==> config.mk <==
export PLATFORM = sky130hd
export DESIGN_NAME = frame_scheduler
export DESIGN_NICKNAME = d
export VERILOG_FILES = /design/src/rtl/frame_sched_pkg.sv /design/src/rtl/btn_sync_latch.sv /design/src/rtl/frame_scheduler.sv
export SDC_FILE = /design/constraint.sdc
export NUM_CORES = 1
export LEC_CHECK = 0
export CELL_PAD_IN_SITES_DETAIL_PLACEMENT = 0
export CELL_PAD_IN_SITES_GLOBAL_PLACEMENT = 1
export CORE_ASPECT_RATIO = 1.2
export CORE_MARGIN = 2
export CORE_UTILIZATION = 39
export DETAILED_ROUTE_END_ITERATION = 10
export HOLD_SLACK_MARGIN = 0.05
export PLACE_DENSITY = 0.87
export SLEW_MARGIN = 30
export SYNTH_ARGS = -nofsm -noshare
export SYNTH_HDL_FRONTEND = slang
export SYNTH_SLANG_ARGS = --single-unit
==> constraint.sdc <==
create_clock -name clk -period 2.9 [get_ports clk]
set_input_delay 0.58 -clock clk [delete_from_list [all_inputs] [get_ports clk]]
set_output_delay 0.58 -clock clk [all_outputs]
set_load 0.05 [all_outputs]
==> src/rtl/frame_sched_pkg.sv <==
// Shared types and default constants for the frame scheduler and its helpers.
package frame_sched_pkg;

    typedef enum logic [1:0] {
        ST_RUN   = 2'd0,
        ST_READY = 2'd1,
        ST_SWAP  = 2'd2
    } sched_state_e;

    typedef logic buf_idx_t;

    localparam int unsigned DEF_CE_DIV          = 2;
    localparam int unsigned DEF_FRAMES_PER_TICK = 2;

    function automatic buf_idx_t other_buf(input buf_idx_t b);
        return ~b;
    endfunction

endpackage

==> src/rtl/btn_sync_latch.sv <==
// Synchronises the raw button, remembers any press during a frame and
// hands the frozen value to the renderer when a swap is accepted.
module btn_sync_latch (
    input  logic clk,
    input  logic rst,
    input  logic btn_raw,
    input  logic accept,
    output logic btn
);

    logic sync1_q, sync2_q, sticky_q, btn_q;
    logic sticky_d, btn_d;

    always_comb begin
        sticky_d = sticky_q | sync2_q;
        btn_d    = btn_q;
        if (accept) begin
            // A press seen in the accept cycle itself still belongs to this frame.
            btn_d    = sticky_q | sync2_q;
            sticky_d = 1'b0;
        end
    end

    // NOTE: sequential state uses non-blocking assignments so every flop
    // samples the pre-edge values regardless of statement order.
    always_ff @(posedge clk) begin
        if (rst) begin
            sync1_q  <= 1'b0;
            sync2_q  <= 1'b0;
            sticky_q <= 1'b0;
            btn_q    <= 1'b0;
        end else begin
            sync1_q  <= btn_raw;
            sync2_q  <= sync1_q;
            sticky_q <= sticky_d;
            btn_q    <= btn_d;
        end
    end

    assign btn = btn_q;

endmodule

==> src/rtl/frame_scheduler.sv <==
// Paces the renderer against display vblank: clock enable, swap handshake,
// front/back buffer flip, per-frame button freeze and dropped-frame counting.
module frame_scheduler
    import frame_sched_pkg::*;
#(
    parameter int unsigned CE_DIV          = DEF_CE_DIV,
    parameter int unsigned FRAMES_PER_TICK = DEF_FRAMES_PER_TICK,
    parameter int unsigned DROP_CNT_WIDTH  = 16
) (
    input  logic                      clk,
    input  logic                      rst,
    input  logic                      vsync_start,
    input  logic                      render_done,
    input  logic                      btn_raw,
    output logic                      render_ce,
    output logic                      swap,
    output logic                      btn,
    output logic                      front_sel,
    output logic                      back_sel,
    output logic                      frame_drop,
    output logic [DROP_CNT_WIDTH-1:0] drop_count
);

    localparam int unsigned CE_W = (CE_DIV > 1) ? $clog2(CE_DIV) : 1;
    localparam int unsigned VB_W = (FRAMES_PER_TICK > 1) ? $clog2(FRAMES_PER_TICK) : 1;
    localparam logic [CE_W-1:0] CE_LAST = CE_W'(CE_DIV - 1);
    localparam logic [VB_W-1:0] VB_LAST = VB_W'(FRAMES_PER_TICK - 1);

    sched_state_e              state_q, state_d;
    logic [CE_W-1:0]           ce_cnt_q, ce_cnt_d;
    logic                      render_ce_q, render_ce_d;
    logic [VB_W-1:0]           vb_cnt_q, vb_cnt_d;
    logic                      first_q, first_d;
    logic                      swap_q, swap_d;
    buf_idx_t                  front_q, front_d;
    logic                      drop_q, drop_d;
    logic [DROP_CNT_WIDTH-1:0] drop_cnt_q, drop_cnt_d;
    logic                      due;
    logic                      accept;

    // Free-running dividers, independent of the FSM.
    always_comb begin
        ce_cnt_d    = (ce_cnt_q == CE_LAST) ? '0 : ce_cnt_q + CE_W'(1);
        render_ce_d = (ce_cnt_q == CE_LAST);
        vb_cnt_d    = vb_cnt_q;
        if (vsync_start) begin
            vb_cnt_d = (vb_cnt_q == VB_LAST) ? '0 : vb_cnt_q + VB_W'(1);
        end
        due = vsync_start && (vb_cnt_q == VB_LAST);
    end

    always_comb begin
        state_d    = state_q;
        first_d    = 1'b0;
        swap_d     = swap_q;
        front_d    = front_q;
        drop_d     = 1'b0;
        drop_cnt_d = drop_cnt_q;
        accept     = 1'b0;
        case (state_q)
            ST_RUN: begin
                if (due) begin
                    drop_d = 1'b1;
                    if (drop_cnt_q != '1) begin
                        drop_cnt_d = drop_cnt_q + DROP_CNT_WIDTH'(1);
                    end
                end
                // render_done may still reflect the previous frame right after a swap.
                if (!first_q && render_done) begin
                    state_d = ST_READY;
                end
            end
            ST_READY: begin
                if (due) begin
                    state_d = ST_SWAP;
                    swap_d  = 1'b1;
                end
            end
            ST_SWAP: begin
                if (render_ce_q) begin
                    accept  = 1'b1;
                    swap_d  = 1'b0;
                    front_d = other_buf(front_q);
                    state_d = ST_RUN;
                    first_d = 1'b1;
                end
            end
            default: state_d = ST_RUN;
        endcase
    end

    always_ff @(posedge clk) begin
        if (rst) begin
            state_q     <= ST_RUN;
            ce_cnt_q    <= '0;
            render_ce_q <= 1'b0;
            vb_cnt_q    <= '0;
            first_q     <= 1'b1;
            swap_q      <= 1'b0;
            front_q     <= 1'b0;
            drop_q      <= 1'b0;
            drop_cnt_q  <= '0;
        end else begin
            state_q     <= state_d;
            ce_cnt_q    <= ce_cnt_d;
            render_ce_q <= render_ce_d;
            vb_cnt_q    <= vb_cnt_d;
            first_q     <= first_d;
            swap_q      <= swap_d;
            front_q     <= front_d;
            drop_q      <= drop_d;
            drop_cnt_q  <= drop_cnt_d;
        end
    end

    btn_sync_latch u_btn (
        .clk     (clk),
        .rst     (rst),
        .btn_raw (btn_raw),
        .accept  (accept),
        .btn     (btn)
    );

    assign render_ce  = render_ce_q;
    assign swap       = swap_q;
    assign front_sel  = front_q;
    assign back_sel   = other_buf(front_q);
    assign frame_drop = drop_q;
    assign drop_count = drop_cnt_q;

endmodule

==> impl_metrics.json, run 1 <==
{
  "report.final.setup_viol": 0,
  "critPathRequiredTime_ps": 3140,
  "start_kind": "input pin",
  "post-route-period-util": 0.811,
  "slew_viol_final": 0,
  "syn_area_per_cell_sq_um": 8.72,
  "ctsHoldBuffers": 0,
  "grt_pass1_wl_um": 4380,
  "nNetsFinal": 176,
  "nFillCells": 298,
  "leakagePower_nw": 0.506,
  "synth_mux_area_frac": 0.0182,
  "ys_seq_elements": 29,
  "cts_buffer_depth": 2,
  "stdcell_count": 206,
  "yosys.cell_types.count": 31,
  "hpwl_um": 1920,
  "post_cts_buffers": 0,
  "grt_pass1_vias": 977,
  "clockPowerShare": 0.342,
  "synth_fp_nets": 148,
  "maxCapViolations": 0,
  "placed_cells": 199,
  "async_reset_ff_frac": 0,
  "finish.instance_area_sq_mm": 0.00160,
  "ys_seq_area_frac": 0.469,
  "synth_area_sq_mm": 0.00124,
  "worstSetupPathDepth": 5,
  "critPathMostFrequentCell": "or4_1",
  "synth_compound_area_frac": 0.151,
  "ir_worst_vdd_uv": 302,
  "cts.reportedPaths.clkPinSlew_ps": 90,
  "die_w_um": 55.4,
  "grt_overflow_total": 0,
  "drt-total-wl_um": 2760,
  "combPwrFrac": 0.084,
  "p_per_area_mw_per_mm2": 455,
  "place_area_sq_mm": 0.00154,
  "antenna-diode-count": 0,
  "synth_top_family_by_area": "simple AND/OR/NAND/NOR gates",
  "path_cells": "clkdlybuf4s50_1 -> nand4bb_1 -> or4_1 -> or4_1 -> a21oi_1",
  "postSynthCellCount": 142,
  "area_growth_pct": 28.8,
  "pin_count": 27,
  "yosys_most_used_dff": "dfxtp_1",
  "initial_core_util": 0.405,
  "cp_num_buf_inv": 1,
  "drtIter0Drc": 29,
  "crit_family": "simple AND/OR/NAND/NOR gates",
  "status": "complete, no violations",
  "path_class": "input pin to flip-flop",
  "cp_max_fo": 8,
  "portBuffers": 26,
  "synth-adder-area-share": 0.0101,
  "tns_ps": 0,
  "hold_viol": 0,
  "hold_class": "flip-flop to flip-flop",
  "drive_gt1_frac": 0.0824,
  "fmax_mhz": 425,
  "core_area_sq_mm": 0.00306,
  "reg2reg_to": "drop_count[13]",
  "final_period_minus_worst_setup_slack_ps": 2350,
  "setup_ws_ps": 549,
  "pre_cts_slack_ps": 215,
  "critPathMaxStageDelay_ps": 660,
  "gp_congestion": 0.795,
  "p_int_mw": 0.547,
  "rr_startpoint": "state_q[1]",
  "switchingPower_mw": 0.178,
  "cts_root_buf": "clkbuf_4",
  "grtUsageTotal": 0.153,
  "hold_path_depth": 1,
  "p_seq_frac": 0.574,
  "cts_tree": "built",
  "cp.arrival_ps": 2590,
  "cts_max_level": 2,
  "hold_start": "ce_cnt_q",
  "firstDrtPassIters": 2,
  "tightest_slew_ps": 818,
  "yosys.area_share.simple": 0.293,
  "reg2reg_slack_ps": 900,
  "sw_frac_of_total": 0.246,
  "rsz0062_at_grt": "false",
  "worstHoldEndpoint": "ce_cnt_q",
  "synth_xor_area_frac": 0.0212,
  "critPathCaptureType": "flip-flop",
  "cts.sinks": 29,
  "numCtsBuffers": 5,
  "drc_errors": 0,
  "synth_edf_count": 0,
  "fin_skew_ps": 9.83,
  "cts.repair.resized": 0,
  "routedWlPerCell_um": 13.4,
  "num_vias": 1150,
  "clock_latency_ps": 330,
  "slew_headroom": 0.453,
  "reg2reg_depth": 4,
  "final_util": 0.522,
  "grt_max_degree": 24,
  "critPathSlowestCell": "or4_1",
  "dieArea_sq_mm": 0.00364,
  "avgViaCountPerCell": 5.58,
  "die_h_um": 65.7,
  "hold-worst-slack_ps": 410,
  "total_power_mw": 0.726,
  "yosysWarnings": 0,
  "row_count": 22,
  "antenna_found_initial": 0,
  "ant_nets": 0
}
metal layers:
metal	wire length [um]	GRT usage	part of all wire
met2	1360	0.257	0.49
met1	1250	0.181	0.45
met4	23	0.0457	0.0083
met3	129	0.0571	0.047
met5	0	0	0
area by class of cell:
cell class | count | area [sq um] | share of cell area
multi-input combinational | 101 | 617 | 0.387
sequential | 29 | 581 | 0.364
timing repair buffer | 29 | 283 | 0.177
clock buffer | 7 | 55.1 | 0.0345
tap | 36 | 45.0 | 0.0282
inverter | 4 | 15.0 | 0.00941
layout by cell type (no fill, tap or decap), types with 6 or more instances in the layout:
master / synthesis / layout
clkdlybuf4s50_1: 0 / 26
dfxtp_1: 29 / 29
o21ai_0: 6 / 6
o31ai_1: 7 / 7
nand3_1: 7 / 7
nor2_1: 15 / 15
a21oi_1: 17 / 17
or4_1: 8 / 8
worst max-delay path by stage:
stage	from	end
5_1_grt	vsync_start	drop_count[13]
3_3_place_gp	vsync_start	drop_count[15]
4_1_cts	vsync_start	drop_count[13]
3_5_place_dp	vsync_start	drop_count[13]
6_report	vsync_start	drop_count[13]
2_1_floorplan	drop_count[0]	drop_count[9]
worst register-to-register path, stage by stage (launching register included):
cell,delay (ps)
dfxtp_1,370
nand4bb_1,220
or4_1,660
or4_1,510
a21oi_1,160
cell families (layout without fill, tap and decap cells):
family	count (synthesis)	in the layout
simple gates	63	63
compound gates	32	32
flops	29	29
buf+inv	12	40
xor+xnor	3	3
mux	2	2
fa+ha+maj	1	1
flip-flops by register name, indices dropped and copies added, names as in the netlist:
signal and count:
drop_count 16, vb_cnt_q 1, render_ce 1, frame_drop 1, swap 1, first_q 1
state_q 2, ce_cnt_q 1, u_btn.sync2_q 1, u_btn.btn 1, front_sel 1, u_btn.sticky_q 1
u_btn.sync1_q 1
cells in the mapped netlist, types with 3 or more instances:
| library cell | instances | share of area |
|---|---|---|
| dfxtp_1 | 29 | 0.47 |
| a21oi_1 | 17 | 0.069 |
| nor2_1 | 15 | 0.045 |
| or4_1 | 8 | 0.048 |
| nand3_1 | 7 | 0.028 |
| o31ai_1 | 7 | 0.042 |
| o21ai_0 | 6 | 0.024 |
| clkbuf_1 | 5 | 0.015 |
| nand2_1 | 5 | 0.015 |
| nand4_1 | 5 | 0.025 |
| nor2b_1 | 5 | 0.025 |
| or3_1 | 5 | 0.025 |
| inv_1 | 4 | 0.012 |
| and4_1 | 3 | 0.021 |
power by group through the flow:
| stage | clock, mW | sequential (mW) | combinational, mW |
|---|---|---|---|
| 2_1_floorplan | 0 | 0.439 | 0.0255 |
| 3_3_place_gp | 0 | 0.426 | 0.0590 |
| 3_5_place_dp | 0 | 0.426 | 0.0606 |
| 4_1_cts | 0.256 | 0.417 | 0.0610 |
| 5_1_grt | 0.269 | 0.418 | 0.0662 |
| 6_report | 0.248 | 0.417 | 0.0606 |
(Power assumes the default switching activity.)
==> inputs of run 2 (changes only) <==
--- a/config.mk
+++ b/config.mk
@@ -9,10 +9,10 @@
 export CELL_PAD_IN_SITES_GLOBAL_PLACEMENT = 1
 export CORE_ASPECT_RATIO = 1.2
 export CORE_MARGIN = 2
-export CORE_UTILIZATION = 39
+export CORE_UTILIZATION = 36
 export DETAILED_ROUTE_END_ITERATION = 10
 export HOLD_SLACK_MARGIN = 0.05
-export PLACE_DENSITY = 0.87
+export PLACE_DENSITY = 0.82
 export SLEW_MARGIN = 30
 export SYNTH_ARGS = -nofsm -noshare
 export SYNTH_HDL_FRONTEND = slang
==> constraint.sdc (replaced) <==
create_clock -name clk -period 2.3 [get_ports clk]
set_input_delay 0.46 -clock clk [delete_from_list [all_inputs] [get_ports clk]]
set_output_delay 0.46 -clock clk [all_outputs]
set_load 0.05 [all_outputs]
==> run 2 against run 1 <==
Net effect: worst hold slack lost 7.3 ps; design area rose by 3.8%; die area grew 7.8%; combinational power grew 29%; count of clock-buffer cells in the layout down 1; first-iteration DRC count decreased by 62%; non-clock buffer count is 4 higher; cell count rose by 2.9%; clock power is 61% higher; routed wire length up 2.2%; total power is 38% higher; sequential cell count unchanged; critical path type unchanged; highest routed layer unchanged.
==> impl_metrics.json, run 2 (synthesis results as in run 1) <==
{
  "met2_usage": 0.294,
  "drive_gt1_frac": 0.120,
  "drtIter0Drc": 11,
  "post_cts_buffers": 0,
  "use_met1": 0.178,
  "row_count": 23,
  "cts.reportedPaths.clkPinSlew_ps": 60,
  "mostFrequentLayoutCell": "dfxtp_1",
  "post-route-period-util": 0.931,
  "grt_overflow_total": 0,
  "critPathCaptureType": "flip-flop",
  "leakagePower_nw": 0.540,
  "grt-busiest-layer": "met2",
  "finish.instance_area_sq_mm": 0.00166,
  "ant_nets": 0,
  "maxCapViolations": 0,
  "numCtsBuffers": 5,
  "cp.arrival_ps": 2360,
  "hold_class": "flip-flop to flip-flop",
  "layout_common_cells": "dfxtp_1, clkdlybuf4s50_1, a21oi_1, nor2_1, or4_1",
  "total_power_mw": 1.00,
  "reg2reg_depth": 4,
  "routedWlPerCell_um": 13.3,
  "grt_pass1_vias": 1121,
  "met3_usage": 0.0397,
  "hold-worst-slack_ps": 403,
  "slew_headroom": 0.650,
  "hpwl_um": 2050,
  "tns_ps": 0,
  "grt_pass1_wl_um": 4930,
  "die_h_um": 68.3,
  "final_util": 0.501,
  "rsz0062_at_grt": "false",
  "report.final.setup_viol": 0,
  "tightest_slew_ps": 520,
  "area_growth_pct": 33.7,
  "pre_cts_slack_ps": -138,
  "placed_cells": 204,
  "pin_count": 27,
  "slew_viol_final": 0,
  "drc_errors": 0,
  "core_area_sq_mm": 0.00331,
  "place_area_sq_mm": 0.00157,
  "critPathRequiredTime_ps": 2520,
  "gp_congestion": 0.789,
  "hold_path_depth": 1,
  "cts_buffer_depth": 2,
  "stdcell_count": 212,
  "cts_root_buf": "clkbuf_8",
  "num_vias": 1163,
  "nNetsFinal": 180,
  "ctsHoldBuffers": 0,
  "avgViaCountPerCell": 5.49,
  "ir_worst_vdd_uv": 393,
  "final_period_minus_worst_setup_slack_ps": 2140,
  "antenna-diode-count": 0,
  "path_class": "input pin to flip-flop",
  "grt_max_degree": 17,
  "fmax_mhz": 467,
  "cts.sinks": 29,
  "cts_tree": "built",
  "cts_max_level": 2,
  "cp_max_fo": 7,
  "setup_ws_ps": 160,
  "p_per_area_mw_per_mm2": 606,
  "clock_latency_ps": 290,
  "antenna_found_initial": 0,
  "fin_skew_ps": 5.65,
  "portBuffers": 26,
  "initial_core_util": 0.374,
  "hold_viol": 0,
  "dieArea_sq_mm": 0.00393,
  "largest_reg_flops": 16,
  "status": "complete, no violations",
  "die_w_um": 57.5,
  "drt-total-wl_um": 2820,
  "start_kind": "input pin",
  "cts.repair.resized": 0,
  "grtUsageTotal": 0.169,
  "firstDrtPassIters": 4,
  "nFillCells": 322
}
==> run 2: report_power, final <==
| part | switching [mW] | leakage, nW | internal (mW) | total, mW |
|---|---|---|---|---|
| clock network | 0.190 | 0.0450 | 0.209 | 0.399 |
| registers | 0.00990 | 0.237 | 0.516 | 0.526 |
| logic | 0.0456 | 0.258 | 0.0327 | 0.0783 |
==> run 2: area by class of cell <==
cell class                      count  area, sq um  area share
Tap cell                           37         46.3      0.0279
Inverter                            4         15.0     0.00906
Multi-Input combinational cell    101          617       0.372
Clock buffer                        6         72.6      0.0438
Clock inverter                      2         10.0     0.00604
Timing Repair Buffer               33          313       0.189
Sequential cell                    29          583       0.352
==> run 2: per-layer routing <==
layer | up-vias | share of wire
met1 | 533 | 0.43
met4 | 0 | 0.032
met3 | 9 | 0.057
li1 | 587 | -
met5 | - | 0
met2 | 34 | 0.48
==> run 2: critical path: stages <==
cell             delay [ps]
clkdlybuf4s50_1         470
nand4bb_1               130
or4_1                   640
or4_1                   500
a21oi_1                 160
==> run 2: final timing paths <==
kind	from	endpoint	slack, ps
max	vsync_start	drop_count[13]	160
min	ce_cnt_q	ce_cnt_q	400
min reg2reg	ce_cnt_q	ce_cnt_q	400
max reg2reg	state_q[0]	drop_count[13]	360
